--- src/rtl/multi_cycle_controller_pkg.sv ---
// Shared types and encodings for the multi-cycle RISC-V controller:
// FSM states, opcodes, ALU control codes and datapath mux selects.
package multi_cycle_controller_pkg;

    typedef enum logic [3:0] {
        S_FETCH,
        S_DECODE,
        S_MEMADR,
        S_MEMREAD,
        S_MEMWB,
        S_MEMWRITE,
        S_EXECR,
        S_EXECI,
        S_ALUWB,
        S_BEQ,
        S_JAL,
        S_TRAP
    } state_t;

    // What the FSM asks of the ALU; FUNCT defers to the instruction fields.
    typedef enum logic [1:0] {
        ALUOP_ADD,
        ALUOP_SUB,
        ALUOP_FUNCT
    } alu_op_t;

    localparam logic [6:0] OP_LOAD  = 7'b0000011;
    localparam logic [6:0] OP_STORE = 7'b0100011;
    localparam logic [6:0] OP_RTYPE = 7'b0110011;
    localparam logic [6:0] OP_ITYPE = 7'b0010011;
    localparam logic [6:0] OP_BEQ   = 7'b1100011;
    localparam logic [6:0] OP_JAL   = 7'b1101111;

    localparam logic [2:0] ALU_ADD = 3'b000;
    localparam logic [2:0] ALU_SUB = 3'b001;
    localparam logic [2:0] ALU_AND = 3'b010;
    localparam logic [2:0] ALU_OR  = 3'b011;
    localparam logic [2:0] ALU_SLT = 3'b101;

    localparam logic [1:0] SRCA_PC    = 2'b00;
    localparam logic [1:0] SRCA_OLDPC = 2'b01;
    localparam logic [1:0] SRCA_REG   = 2'b10;

    localparam logic [1:0] SRCB_REG  = 2'b00;
    localparam logic [1:0] SRCB_IMM  = 2'b01;
    localparam logic [1:0] SRCB_FOUR = 2'b10;

    localparam logic [1:0] RES_ALUOUT = 2'b00;
    localparam logic [1:0] RES_DATA   = 2'b01;
    localparam logic [1:0] RES_ALU    = 2'b10;

endpackage

--- src/rtl/multi_cycle_controller_alu_decoder.sv ---
// Maps the FSM's ALU request plus funct3/funct7 fields to an ALUControl code.
module alu_decoder
    import multi_cycle_controller_pkg::*;
(
    input  logic [1:0] alu_op,
    input  logic [2:0] funct3,
    input  logic       funct7b5,
    input  logic       op5,
    output logic [2:0] alu_control
);

    // Subtraction only for R-type with funct7b5; addi with bit 30 set stays add.
    always_comb begin
        alu_control = ALU_ADD;
        case (alu_op)
            ALUOP_SUB: alu_control = ALU_SUB;
            ALUOP_FUNCT: begin
                case (funct3)
                    3'b000:  alu_control = (funct7b5 && op5) ? ALU_SUB : ALU_ADD;
                    3'b010:  alu_control = ALU_SLT;
                    3'b110:  alu_control = ALU_OR;
                    3'b111:  alu_control = ALU_AND;
                    default: alu_control = ALU_ADD;
                endcase
            end
            default: alu_control = ALU_ADD;
        endcase
    end

endmodule

--- src/rtl/multi_cycle_controller.sv ---
// Multi-cycle controller FSM: sequences fetch, decode, memory, execute and
// write-back steps, and traps permanently on an unknown opcode until reset.
module multi_cycle_controller
    import multi_cycle_controller_pkg::*;
(
    input  logic       clk,
    input  logic       rst,
    input  logic [6:0] Op,
    input  logic [2:0] funct3,
    input  logic       funct7b5,
    input  logic       Zero,
    input  logic       MemReady,
    output logic       PCWrite,
    output logic       IRWrite,
    output logic       RegWrite,
    output logic       MemWrite,
    output logic       AdrSrc,
    output logic       MemReq,
    output logic [1:0] ResultSrc,
    output logic [1:0] ALUSrcA,
    output logic [1:0] ALUSrcB,
    output logic [2:0] ALUControl,
    output logic       InstrDone,
    output logic       Illegal
);

    state_t  state;
    alu_op_t alu_op;

    always_ff @(posedge clk or negedge rst) begin
        if (!rst) begin
            state <= S_FETCH;
        end else begin
            case (state)
                S_FETCH:    if (MemReady) state <= S_DECODE;
                S_DECODE: begin
                    case (Op)
                        OP_LOAD, OP_STORE: state <= S_MEMADR;
                        OP_RTYPE:          state <= S_EXECR;
                        OP_ITYPE:          state <= S_EXECI;
                        OP_BEQ:            state <= S_BEQ;
                        OP_JAL:            state <= S_JAL;
                        default:           state <= S_TRAP;
                    endcase
                end
                S_MEMADR:   state <= Op[5] ? S_MEMWRITE : S_MEMREAD;
                S_MEMREAD:  if (MemReady) state <= S_MEMWB;
                S_MEMWRITE: if (MemReady) state <= S_FETCH;
                S_EXECR, S_EXECI, S_JAL: state <= S_ALUWB;
                S_MEMWB, S_ALUWB, S_BEQ: state <= S_FETCH;
                S_TRAP:     state <= S_TRAP;
                default:    state <= S_FETCH;
            endcase
        end
    end

    // Outputs decode from the state register; the few that follow MemReady or
    // Zero within the cycle are gated here, and everything drops while in reset.
    always_comb begin
        PCWrite   = 1'b0;
        IRWrite   = 1'b0;
        RegWrite  = 1'b0;
        MemWrite  = 1'b0;
        AdrSrc    = 1'b0;
        MemReq    = 1'b0;
        ResultSrc = RES_ALUOUT;
        ALUSrcA   = SRCA_PC;
        ALUSrcB   = SRCB_REG;
        alu_op    = ALUOP_ADD;
        InstrDone = 1'b0;
        Illegal   = 1'b0;
        if (rst) begin
            case (state)
                S_FETCH: begin
                    MemReq    = 1'b1;
                    ALUSrcB   = SRCB_FOUR;
                    ResultSrc = RES_ALU;
                    IRWrite   = MemReady;
                    PCWrite   = MemReady;
                end
                S_DECODE: begin
                    ALUSrcA = SRCA_OLDPC;
                    ALUSrcB = SRCB_IMM;
                end
                S_MEMADR: begin
                    ALUSrcA = SRCA_REG;
                    ALUSrcB = SRCB_IMM;
                end
                S_MEMREAD: begin
                    MemReq = 1'b1;
                    AdrSrc = 1'b1;
                end
                S_MEMWB: begin
                    ResultSrc = RES_DATA;
                    RegWrite  = 1'b1;
                    InstrDone = 1'b1;
                end
                S_MEMWRITE: begin
                    MemReq    = 1'b1;
                    AdrSrc    = 1'b1;
                    MemWrite  = 1'b1;
                    InstrDone = MemReady;
                end
                S_EXECR: begin
                    ALUSrcA = SRCA_REG;
                    ALUSrcB = SRCB_REG;
                    alu_op  = ALUOP_FUNCT;
                end
                S_EXECI: begin
                    ALUSrcA = SRCA_REG;
                    ALUSrcB = SRCB_IMM;
                    alu_op  = ALUOP_FUNCT;
                end
                S_ALUWB: begin
                    RegWrite  = 1'b1;
                    InstrDone = 1'b1;
                end
                S_BEQ: begin
                    ALUSrcA   = SRCA_REG;
                    ALUSrcB   = SRCB_REG;
                    alu_op    = ALUOP_SUB;
                    PCWrite   = Zero;
                    InstrDone = 1'b1;
                end
                S_JAL: begin
                    ALUSrcA = SRCA_OLDPC;
                    ALUSrcB = SRCB_FOUR;
                    PCWrite = 1'b1;
                end
                S_TRAP:  Illegal = 1'b1;
                default: Illegal = 1'b0;
            endcase
        end
    end

    alu_decoder u_alu_decoder (
        .alu_op      (alu_op),
        .funct3      (funct3),
        .funct7b5    (funct7b5),
        .op5         (Op[5]),
        .alu_control (ALUControl)
    );

endmodule
--- config.mk ---
export PLATFORM = sky130hd
export DESIGN_NAME = multi_cycle_controller
export DESIGN_NICKNAME = d
export VERILOG_FILES = /design/src/rtl/multi_cycle_controller_pkg.sv /design/src/rtl/multi_cycle_controller_alu_decoder.sv /design/src/rtl/multi_cycle_controller.sv
export SDC_FILE = /design/constraint.sdc
export NUM_CORES = 1
export LEC_CHECK = 0
export BUFFER_PORTS_ARGS = -buffer_cell sky130_fd_sc_hd__buf_2
export CORE_MARGIN = 1.5
export CORE_UTILIZATION = 40
export DETAILED_ROUTE_END_ITERATION = 10
export PLACE_DENSITY = 0.71
export SLEW_MARGIN = 10
export SYNTH_ARGS = -nofsm -noshare
export SYNTH_HDL_FRONTEND = slang
export SYNTH_SLANG_ARGS = --single-unit
--- constraint.sdc ---
create_clock -name clk -period 1.7 [get_ports clk]
set_clock_uncertainty 0.1 [all_clocks]
set_input_delay 0.255 -clock clk [delete_from_list [all_inputs] [get_ports clk]]
set_output_delay 0.255 -clock clk [all_outputs]
set_load 0.01 [all_outputs]
==> results.toml <==
[job]
drv_cap = 0

[power_and_ir_drop]
p_per_area_nw_per_um2 = 1460
vdd_ir_drop_max_uv = 917
cellLeakagePower_nw = 0.580
power_w = 0.00175

[floorplanning]
dieArea_um2 = 1920
io_pins = 32
start_util_pct = 43.7
die_y_um = 43.8
fp.coreArea_um2 = 1520
die_w_um = 43.8
placementRows = 14

[layout]
nFillCells = 110
top_register = "state"
largest_registers = "state: 4 flops"
seqCellArea_um2 = 100
largest_reg_flops = 4
final_cell_mix = "buf_2, buf_4, buf_6"
drive_above_1_share_pct = 63.0
diodes = 0
multi_input_area_um2 = 607
layout_commonest_cell = "buf_2"
final_util_pct = 78.2
syn2layout_area_growth_pct = 79.1
finalNetCount = 165

[drt]
via_count = 886
viasPerCell = 5.47
dr.pass1.iters = 4
dr.first_iter.drc_count = 17
antenna_left = 0
wl_per_cell_um = 14.6
remaining_drc_errors = 0
wirelength_um = 2360

[global_route]
grt_usage_pct = 27.1
grt_antenna_before_repair = 0
grt_max_degree = 17
grt_overflow = 0
grt_pass1_vias = 849
grt_pass1_wl_um = 3790

[place]
place_congestion = 0.904
port_buffers = 31
dpl.hpwl_um = 1490
place_ws_ps = -0.614

[sta]
setup_tns_ps = -1180
timing.final.ws_setup_ps = -181
slew_headroom_pct = 81.2
hold_viol_final = 0
fmax_ghz = 0.532
setup-violations-final = 12
period_needed_ps = 1880
finalCritPeriodShare_pct = 111
tightest_slew_ps = 282
rsz0062_at_grt = "yes"
drv_slew = 0

[synthesis]
synth-seq-area-share_pct = 15.0
synth_nets = 108
synth_edf_count = 0
ys_seq_elements = 4
async_flop_share_pct = 100
postSynthAreaPerCell_um2 = 7.31
yosysWarningCount = 0
syn_area_um2 = 666
synthCells = 91
synthFlopType = "dfrtp_1"
synth.distinct_cells = 41

[clock_network]
cts_sinks = 4
cts_buffers = 3
cts-htree-levels = 1
clockBufferDepth = 2
clock_latency_ps = 240
clk_pin_slew_ps = 40
cts-root-buf = "clkbuf_4"
cts_tree = "yes"

[critical_path]
cp_max_fo = 6
endpoint_kind = "output port"
cp-start-kind = "flop"
crit_type = "reg -> out"
cp_data_required_time_ps = 1340
cp.arrival_ps = 1530

[run_status]
status = "finished, violations left"
violations = "setup timing"

[worst_hold_path]
min_path_type = "in -> reg"
-- per-layer routing --
layer	wire (um)	GRT usage, %
met1	931	33.8
met2	1290	42.9
met3	96	2.08
met4	42	20.6
met5	0	0
-- report_power, final --
part | leakage, nW | switching (W) | internal (W)
Sequential | 0.0514 | 0.0000423 | 0.000138
Combinational | 0.514 | 0.000727 | 0.000720
Clock | 0.0138 | 0.0000385 | 0.0000789
Total | 0.580 | 0.000808 | 0.000937
-- synth_stat cells, types with 2 or more instances --
cell type / instances / area (um^2)
buf_6: 2 / 22.5
xor2_1: 2 / 17.5
nand2b_1: 2 / 12.5
and4_1: 3 / 26.3
nand2b_4: 2 / 27.5
inv_1: 6 / 22.5
o21ai_0: 5 / 25.0
and3_1: 2 / 12.5
ha_1: 2 / 25.0
nor3_1: 5 / 25.0
nor2_1: 7 / 26.3
nand2_1: 9 / 33.8
buf_4: 2 / 15.0
dfrtp_1: 4 / 100
and2_1: 2 / 12.5
a211oi_1: 2 / 15.0
a21oi_1: 3 / 15.0
nor2b_1: 4 / 25.0
nand3_1: 4 / 20.0
buf_2: 2 / 10.0
-- worst max-delay path: stages (launching register included) --
cell and delay (ps):
dfrtp_1 410, buf_6 170, nand2b_4 150, nand2_2 50, and3_4 170, or2_1 200
buf_2 140
-- final cells by class --
cell class,count,share of cell area [%]
inverter,8,3.15
multi-input combinational,73,50.9
sequential,4,8.39
timing repair buffer,58,34.0
clock buffer,3,1.89
tap,16,1.68
-- final timing paths --
path | startpoint | to | slack, ps | depth (start not counted)
min in group asynchronous | rst | state[2] | 440 | 3
worst min register to register | state[3] | state[2] | 580 | 2
worst max register to register | state[1] | state[0] | 0 | 6
worst min-delay path | Op[3] | state[1] | 200 | 3
max in group asynchronous | rst | state[3] | 890 | 3
worst max-delay path | state[1] | MemReq | -180 | 6
-- what timing repair did --
| item | CTS | global route |
|---|---|---|
| setup endpoints to repair | 13 | 17 |
| endpoints found under the hold margin | 4 | 0 |
| pin swaps | 12 | 7 |
| hold buffers | 1 | 0 |
| resized for setup | 18 | 19 |
| setup buffers | 14 | 3 |
-- kinds of logic after synthesis --
| group | after synthesis | synth area share, % |
|---|---|---|
| AO/OA/AOI/OAI | 24 | 26.9 |
| XOR/XNOR | 2 | 2.63 |
| buffers and inverters | 14 | 12.0 |
| flip-flops | 4 | 15.0 |
| adder cells (fa/ha/maj) | 2 | 3.76 |
| AND/OR/NAND/NOR | 45 | 39.7 |
-- metrics by stage --
stage	cells	instance area, um^2	hold slack, ps
finish	162	1190	196
global route	162	1190	208
CTS	163	1120	202
detailed placement	146	928	100
global placement	146	928	96.2
floorplan	91	696	-141
No activity file was read; power rests on OpenSTA's default activity.
